**src/rtl/synth_audio_pkg.sv**
```systemverilog
// Shared constants and helpers for the synthesizer audio output path.
// Imported by the I2S transmitter and its clock generator.
package synth_audio_pkg;

  localparam int CLK_HZ       = 100_000_000;
  localparam int DEF_DATA_W   = 16;
  localparam int DEF_SLOT_W   = 32;
  localparam int DEF_MCLK_DIV = 4;
  localparam int DEF_SCK_DIV  = 32;

  typedef enum logic {
    MODE_I2S = 1'b0,
    MODE_LJ  = 1'b1
  } mode_e;

  function automatic int frame_clks(
    input int slot_w,
    input int sck_div
  );
    return 2 * slot_w * sck_div;
  endfunction

endpackage

```
**src/rtl/i2s_clkgen.sv**
```systemverilog
// Bit and master clock divider for the I2S transmitter.
// sck_fall flags the clk edge on which sck goes low.
module i2s_clkgen
  import synth_audio_pkg::*;
#(
  parameter int MCLK_DIV = DEF_MCLK_DIV,
  parameter int SCK_DIV  = DEF_SCK_DIV
) (
  input  logic clk,
  input  logic rst,
  output logic mclk,
  output logic sck,
  output logic sck_fall
);

  localparam int CW = $clog2(SCK_DIV);
  localparam int MH = MCLK_DIV / 2;
  localparam logic [CW-1:0] LAST = CW'(SCK_DIV - 1);
  localparam logic [CW-1:0] HALF = CW'(SCK_DIV / 2 - 1);

  logic [CW-1:0] cnt;
  logic          sck_rise;
  logic          mclk_tgl;

  // mclk phase stays locked to sck since SCK_DIV is a multiple of MCLK_DIV
  assign sck_rise = (cnt == HALF);
  assign sck_fall = (cnt == LAST);
  assign mclk_tgl = ((int'(cnt) % MH) == (MH - 1));

  always_ff @(posedge clk) begin
    if (rst) begin
      cnt  <= '0;
      mclk <= 1'b0;
      sck  <= 1'b0;
    end else begin
      cnt <= sck_fall ? '0 : cnt + CW'(1);
      if (mclk_tgl) mclk <= ~mclk;
      if (sck_rise) sck <= 1'b1;
      else if (sck_fall) sck <= 1'b0;
    end
  end

endmodule

```
**src/rtl/i2s_tx.sv**
```systemverilog
// Stereo I2S / left-justified serialiser with a one-entry
// sample holding register and underrun reporting.
module i2s_tx
  import synth_audio_pkg::*;
#(
  parameter int DATA_W   = DEF_DATA_W,
  parameter int SLOT_W   = DEF_SLOT_W,
  parameter int MCLK_DIV = DEF_MCLK_DIV,
  parameter int SCK_DIV  = DEF_SCK_DIV,
  parameter int LJ       = 0
) (
  input  logic              clk,
  input  logic              rst,
  input  logic [DATA_W-1:0] l_data,
  input  logic [DATA_W-1:0] r_data,
  input  logic              in_valid,
  output logic              in_ready,
  output logic              mclk,
  output logic              lrck,
  output logic              sck,
  output logic              sdout,
  output logic              frame_start,
  output logic              underrun
);

  localparam int FW = 2 * SLOT_W;
  localparam int BW = $clog2(FW);
  localparam logic [BW-1:0] BLAST = BW'(FW - 1);
  localparam logic [BW-1:0] RSLOT = BW'(SLOT_W);
  localparam bit IS_LJ = (LJ == int'(MODE_LJ));

  logic              sck_fall;
  logic [BW-1:0]     bcnt;
  logic [BW-1:0]     bcnt_n;
  logic [FW-1:0]     shift;
  logic [FW-1:0]     shift_n;
  logic [FW-1:0]     frame;
  logic [DATA_W-1:0] l_h;
  logic [DATA_W-1:0] r_h;
  logic              hold_full;
  logic              hold_n;
  logic              accept;
  logic              load;

  i2s_clkgen #(
    .MCLK_DIV(MCLK_DIV),
    .SCK_DIV (SCK_DIV)
  ) u_clkgen (
    .clk     (clk),
    .rst     (rst),
    .mclk    (mclk),
    .sck     (sck),
    .sck_fall(sck_fall)
  );

  assign accept = in_valid && in_ready;
  assign load   = sck_fall && (bcnt == BLAST);

  always_comb begin
    frame = '0;
    frame[FW-1 -: DATA_W]     = l_h;
    frame[SLOT_W-1 -: DATA_W] = r_h;
  end

  always_comb begin
    bcnt_n  = load ? '0 : bcnt + BW'(1);
    shift_n = shift << 1;
    if (load) shift_n = hold_full ? frame : '0;
  end

  // the load uses the pre-cycle holding state; a same-cycle accept waits
  always_comb begin
    hold_n = hold_full;
    if (load) hold_n = 1'b0;
    if (accept) hold_n = 1'b1;
  end

  always_ff @(posedge clk) begin
    if (rst) begin
      bcnt        <= BLAST;
      shift       <= '0;
      l_h         <= '0;
      r_h         <= '0;
      hold_full   <= 1'b0;
      in_ready    <= 1'b0;
      lrck        <= 1'b0;
      sdout       <= 1'b0;
      frame_start <= 1'b0;
      underrun    <= 1'b0;
    end else begin
      frame_start <= load;
      underrun    <= load && !hold_full;
      hold_full   <= hold_n;
      in_ready    <= !hold_n;
      if (accept) begin
        l_h <= l_data;
        r_h <= r_data;
      end
      if (sck_fall) begin
        bcnt  <= bcnt_n;
        shift <= shift_n;
        lrck  <= (bcnt_n >= RSLOT);
        // in I2S mode sdout itself is the one-bit delay stage
        sdout <= IS_LJ ? shift_n[FW-1] : shift[FW-1];
      end
    end
  end

endmodule

```
**config.mk**
```make
export PLATFORM = sky130hd
export DESIGN_NAME = i2s_tx
export DESIGN_NICKNAME = d
export VERILOG_FILES = /design/src/rtl/synth_audio_pkg.sv /design/src/rtl/i2s_clkgen.sv /design/src/rtl/i2s_tx.sv
export SDC_FILE = /design/constraint.sdc
export NUM_CORES = 1
export LEC_CHECK = 0
export CAP_MARGIN = 20
export CELL_PAD_IN_SITES_DETAIL_PLACEMENT = 0
export CELL_PAD_IN_SITES_GLOBAL_PLACEMENT = 1
export CORE_MARGIN = 3
export CORE_UTILIZATION = 38
export CTS_CLUSTER_SIZE = 30
export DETAILED_ROUTE_END_ITERATION = 8
export GPL_TIMING_DRIVEN = 0
export PLACE_DENSITY = 0.81
export SYNTH_ARGS = -nofsm -noshare
export SYNTH_HDL_FRONTEND = slang
export SYNTH_HIERARCHICAL = 1
export SYNTH_SLANG_ARGS = --single-unit
```
**constraint.sdc**
```tcl
create_clock -name clk -period 1.8 [get_ports clk]
set_input_delay 0.27 -clock clk [delete_from_list [all_inputs] [get_ports clk]]
set_output_delay 0.27 -clock clk [all_outputs]
set_load 0.05 [all_outputs]
```
==> results.md, run 1 <==
- Outcome: completed
- Post-synthesis cell count: 399
- Power, Total: 3.84 mW
- Placer Congestion: 0.753
- Synth area leaders: dfxtp_1, nand2_1, a221o_1
- Type of origin of the critical path: flip-flop
- Vias per cell: 4.95
- Asr flop ratio synth: 0%
- Final setup viols: 0
- Max Clock Freq: 572 MHz
- Synthesis-stage register bit count: 99
- CTS Sinks: 99
- Reg2Reg Launch Point: u_clkgen/cnt[1]
- Cts bufs inserted: 9
- I/O Buffers: 41
- Clock root cell: clkbuf_8
- Placed Area: 4360 sq um
- WL/cell: 13.4 um
- Hold WC Path Type: input port to flip-flop
- DP Wirelength: 5330 um
- Hold path endpoint: r_h[9]
- Synth unique cells: 39
- Worst EP required: 2.04 ns
- H-tree levels: 3
- First drt pass iteration count: 4
- Top-area cell type share of the netlist area: 52.7%
- Cell area after layout: 4650 sq um
- Post-route setup TNS: 0 ns
- Die height: 105 um
- Post-synthesis sequential area ratio: 52.7%
- Die Wd: 105 um
- CTS tree: yes
- Cell area power density: 826 nW/um^2
- Vias in the first global route: 2728
- Clk Latency, worst-skew pair: 0.36 ns
- First-pass GRT wire length: 13100 um
- HP Start: r_data[9]
- Synth cell count leaders: dfxtp_1, nand2_1, a21oi_1
- Slew HR: 66.1%
- Synth Net Count: 438
- Primary FF master, synth: dfxtp_1
- Number of top-level pins: 42
- Synthesized area: 3760 sq um
- # fillers: 904
- Final Max Tran Viols: 0
- Critical path class: flip-flop to flip-flop
- Routed vias: 2927
- Row count: 35
- Fin. Hold Viols: 0
- RR Endpoint: shift[31]
- CTS max path bufs: 2
- Max Cap Violations: 0
- Hold path depth: 3
- Dominant cell type by area after synthesis: dfxtp_1
- GRT overflow: 0
- Final nets: 496
- Layout area overhead: 23.7%
- Worst-margin pin slew: 0.508 ns
- Initial antenna violation count: 0
- Placeable core area: 9420 sq um
- VDD IR-drop max: 0.476 mV
- EDFF count, synth: 0
- Layout cells sized above 1: 12.8%
- R2R depth: 7
- Die ar.: 11100 sq um
- Worst setup EP type: flip-flop
- Pin count of the biggest net entering global routing: 19
- Min Tclk post-route: 1.75 ns
- Reg clk slew, reported paths: 0.11 ns
- Avg Inst Size Synth: 9.43 sq um
- Final Core Density: 49.4%
- Hold_ws: 0.443 ns
- # DRC: 0
- RSZ-0062 raised after global routing: true
- Leakage: 1.74 nW
- Tot GR Track Use: 14.3%
- Syn. warnings: 6
- Max Fanout on Critical Path: 10
- R2R setup slack: 0.05 ns
- Fin Clk Skew: 0.0160 ns
- Antenna diode count: 0
- Most common cell in the netlist: dfxtp_1
- Routed WL: 7890 um
- Post-route antenna net violation count: 0
- Crit path DAT: 1.99 ns
- Initial DRC Count: 142
- Starting Density: 39.9%
- Crit share post-route: 97.1%
[kinds of logic after synthesis]
group	after synthesis	synth area share, %
buf+inv	35	5.02
xor+xnor	4	0.932
fa+ha+maj	4	1.33
mux	3	0.931
compound gates	110	20.6
simple gates	144	18.5
flops	99	52.7
[flip-flops by register name, indices dropped and copies added (netlist names), 5 cells and up]
| register | count |
|---|---|
| u_clkgen/cnt | 5 |
| l_h | 16 |
| bcnt | 6 |
| r_h | 16 |
| shift | 48 |
[through the flow]
step           setup WS [ns]  instances
6_report              0.0517        591
5_1_grt              -0.0188        591
4_1_cts              0.00122        590
3_5_place_dp          -0.383        569
3_3_place_gp          -0.371        569
2_1_floorplan       -0.00140        399
[cells in the final DEF, fill, tap and decap left out, drive strengths merged]
cell type / synthesis / final
dfxtp: 99 / 99
nand2: 86 / 86
a21oi: 53 / 53
clkdlybuf4s50: 0 / 36
and2: 32 / 32
a221o: 31 / 31
buf: 18 / 24
clkbuf: 13 / 22
o211ai: 16 / 16
inv: 3 / 7
nor2: 6 / 6
o21ai: 5 / 5
nor3: 5 / 5
nand4: 4 / 4
clkinv: 1 / 4
ha: 4 / 4
dlygate4sd2: 0 / 3
and3: 3 / 3
mux2i: 2 / 2
xor2: 2 / 2
dlymetal6s2s: 0 / 2
xnor2: 2 / 2
nor3b: 2 / 2
nand3: 2 / 2
o31ai: 1 / 1
o211a: 1 / 1
nor4b: 1 / 1
a22o: 1 / 1
or3: 1 / 1
a311oi: 1 / 1
or2: 1 / 1
o311ai: 1 / 1
nand2b: 1 / 1
mux2: 1 / 1
[worst max-delay path by stage]
stage	start	endpoint	slack (ns)	cells past startpoint
after floorplan	u_clkgen/cnt[0]	shift[18]	-0.001	8
after CTS	u_clkgen/sck	sck	0.001	1
after global routing	u_clkgen/cnt[1]	shift[54]	-0.02	8
after global placement	rst	shift[30]	-0.37	6
final	u_clkgen/cnt[1]	shift[31]	0.05	7
after detailed placement	rst	shift[22]	-0.38	6
[routing by layer]
layer / vias up / track usage, % / routed length, um
met5: - / 0 / 0
met4: 0 / 5.06 / 69
met3: 5 / 2.63 / 245
met2: 40 / 21.6 / 3580
met1: 1363 / 20.4 / 4000
li1: 1519 / - / -
[power breakdown]
group	internal, mW	switching [mW]	total (mW)
Sequential	2.24	0.0274	2.26
Combinational	0.126	0.130	0.256
Clock	0.526	0.798	1.32
Total	2.89	0.956	3.84
[layout make-up]
class / count / area (sq um) / area share (%)
plain buffers: 31 / 219 / 4.71
clock buffers: 9 / 124 / 2.66
clock inverters: 7 / 57.6 / 1.24
inverters: 4 / 16.3 / 0.350
multi-input cells: 265 / 1630 / 35.0
flip-flops and latches: 99 / 1990 / 42.7
well taps: 129 / 161 / 3.47
repair buffers: 47 / 458 / 9.84
[critical path, stage by stage (launching register included)]
cell     delay, ns
dfxtp_2       0.35
ha_4          0.16
and3_4        0.15
ha_4          0.18
buf_8         0.14
o211a_4       0.17
buf_6         0.15
a221o_1       0.34
[what timing repair did]
item,CTS,global route
endpoints found under the setup margin,52,42
setup buffers,4,0
pin swaps,1,3
hold buffers,0,0
gates cloned,1,1
gates resized for setup,18,15
endpoints found under the hold margin,0,0
Note: power is estimated with default switching activity, not from simulation.
==> run 2, diff against run 1 <==
--- a/config.mk
+++ b/config.mk
@@ -8,12 +8,12 @@
 export CAP_MARGIN = 20
 export CELL_PAD_IN_SITES_DETAIL_PLACEMENT = 0
 export CELL_PAD_IN_SITES_GLOBAL_PLACEMENT = 1
-export CORE_MARGIN = 3
 export CORE_UTILIZATION = 38
 export CTS_CLUSTER_SIZE = 30
 export DETAILED_ROUTE_END_ITERATION = 8
 export GPL_TIMING_DRIVEN = 0
 export PLACE_DENSITY = 0.81
+export SETUP_SLACK_MARGIN = 0.02
 export SYNTH_ARGS = -nofsm -noshare
 export SYNTH_HDL_FRONTEND = slang
 export SYNTH_HIERARCHICAL = 1
==> run 2 against run 1 <==
  * Hold slack lost 0.0055 ns
  * Combinational power grew 4%
  * Design area grew 2.9%
  * Critical path type unchanged
  * Critical endpoint unchanged
  * Setup slack lost 0.013 ns
  * Largest cell class unchanged
  * Via count grew 3.5%
  * Fmax shrank 0.73%
  * Die area shrank 7.4%
==> results.md, run 2 (synthesis gave the netlist of run 1 again) <==
- Hold WC Path Type: input port to flip-flop
- Power, Total: 4.00 mW
- Worst-margin pin slew: 0.508 ns
- CTS Sinks: 99
- Commonest non-fill, non-tap cell in the layout: dfxtp_1
- Cts hold-fix bufs: 0
- Die Wd: 101 um
- Max Cap Violations: 0
- Routed vias: 3028
- Worst setup EP type: flip-flop
- CTS max path bufs: 2
- Crit share post-route: 97.8%
- Clk Latency, worst-skew pair: 0.36 ns
- Type of origin of the critical path: flip-flop
- Final setup viols: 0
- Post-route antenna net violation count: 0
- CTS tree: yes
- Routed WL: 8080 um
- Fin Clk Skew: 0.0141 ns
- Clock root cell: clkbuf_8
- Min Tclk post-route: 1.76 ns
- Slowest-stage cell, CP: dfxtp_2
- Final nets: 502
- GRT overflow: 0
- Vias in the first global route: 2848
- Layout area overhead: 27.3%
- WL/cell: 13.5 um
- Die ar.: 10300 sq um
- DP Wirelength: 5320 um
- Max incr delay on CP: 0.35 ns
- Outcome: completed
- # DRC: 0
- Cts bufs inserted: 9
- Final Max Tran Viols: 0
- Vias per cell: 5.07
- Placeable core area: 9420 sq um
- Layout cells sized above 1: 16.7%
- Pin count of the biggest net entering global routing: 19
- Max Clock Freq: 568 MHz
- Leakage: 1.81 nW
- Initial DRC Count: 111
- VDD IR-drop max: 0.411 mV
- Top flop regs: shift: 48 flops, l_h: 16 flops, r_h: 16 flops
- Max Fanout on Critical Path: 8
- Cell area after layout: 4790 sq um
- Placed Area: 4360 sq um
- Most frequent cells in the layout: dfxtp_1, nand2_1, a21oi_1, clkdlybuf4s50_1, a221o_1
- Cell mode on critical path: ha_4
- Worst path buffer plus inverter count: 2
- Largest Register: shift
- Critical path class: flip-flop to flip-flop
- Slew HR: 66.1%
- Die height: 101 um
- Number of top-level pins: 42
- Worst EP required: 2.11 ns
- Placer Congestion: 0.762
- Reg clk slew, reported paths: 0.10 ns
- First drt pass iteration count: 5
- Worst path cell trace: ha_4 > and3_4 > ha_4 > buf_8 > nor2_4 > clkbuf_16 > and2_4 > a221o_1
- I/O Buffers: 41
- First-pass GRT wire length: 13300 um
- RSZ-0062 raised after global routing: true
- # fillers: 878
- Crit path DAT: 2.07 ns
- Tot GR Track Use: 16.4%
- Initial antenna violation count: 0
- Row count: 35
- H-tree levels: 3
- Cell area power density: 836 nW/um^2
- Antenna diode count: 0
- Starting Density: 39.9%
- Fin. Hold Viols: 0
- Largest delay share family, worst path: simple AND/OR/NAND/NOR gates
- Largest register FFs: 48
-- run 2: worst reg2reg max path, stage by stage, from the launching register on --
cell       delay [ns]
dfxtp_2          0.35
ha_4             0.16
and3_4           0.15
ha_4             0.18
buf_8            0.14
nor2_4           0.30
clkbuf_16        0.22
and2_4           0.13
a221o_1          0.09
-- run 2: what timing repair did --
item,CTS,global route
resized for setup,17,35
cloned,1,2
pin swaps,1,13
setup buffers,6,3
setup endpoints to repair,56,42
-- run 2: stage by stage --
stage	util, %	std cells	hold slack [ns]	setup TNS (ns)	setup WS, ns
final	50.9	597	0.437	0	0.0389
after global placement	46.3	569	0.445	-11.31	-0.310
after CTS	49.5	592	0.416	0	0.0207
after global routing	50.9	597	0.430	-0.0599	-0.0169
after floorplan	-	399	0.406	0	0.0383
after detailed placement	46.3	569	0.450	-12.97	-0.341
-- run 2: where the power goes --
group	leakage (nW)	switching, mW	internal (mW)
clock	0.103	0.805	0.667
sequential	0.802	0.0276	2.24
combinational	0.904	0.133	0.133
total	1.81	0.965	3.04
-- run 2: routing by layer --
layer  vias to the layer above  wire, um  part of all wire (%)  track usage, %
met5                         -         0                     0               0
met4                         0        48                  0.59            4.35
li1                       1537         -                     -               -
met3                         2       262                   3.2            4.55
met2                        54      3720                    46            26.5
met1                      1435      4040                    50            21.7
-- run 2: cell type report --
class	count	area [sq um]	area share (%)
Tap cell	129	161	3.37
Clock inverter	7	85.1	1.78
Clock buffer	9	124	2.59
Buffer	31	231	4.83
Timing Repair Buffer	53	522	10.9
Inverter	4	16.3	0.340
Multi-Input combinational cell	265	1660	34.7
Sequential cell	99	1990	41.5
-- run 2: final timing paths --
kind | slack (ns) | start | to | cells past startpoint
min reg2reg | 0.46 | l_h[13] | l_h[13] | 2
max reg2reg | 0.04 | u_clkgen/cnt[0] | shift[31] | 8
min | 0.44 | r_data[12] | r_h[12] | 3
max | 0.04 | u_clkgen/cnt[0] | shift[31] | 8
==> run 3, diff against run 2 <==
--- a/config.mk
+++ b/config.mk
@@ -14,6 +14,7 @@
 export GPL_TIMING_DRIVEN = 0
 export PLACE_DENSITY = 0.81
 export SETUP_SLACK_MARGIN = 0.02
+export SLEW_MARGIN = 15
 export SYNTH_ARGS = -nofsm -noshare
 export SYNTH_HDL_FRONTEND = slang
 export SYNTH_HIERARCHICAL = 1
==> results of run 3 <==
The final DEF is identical to that of run 2; final timing and power are the same.
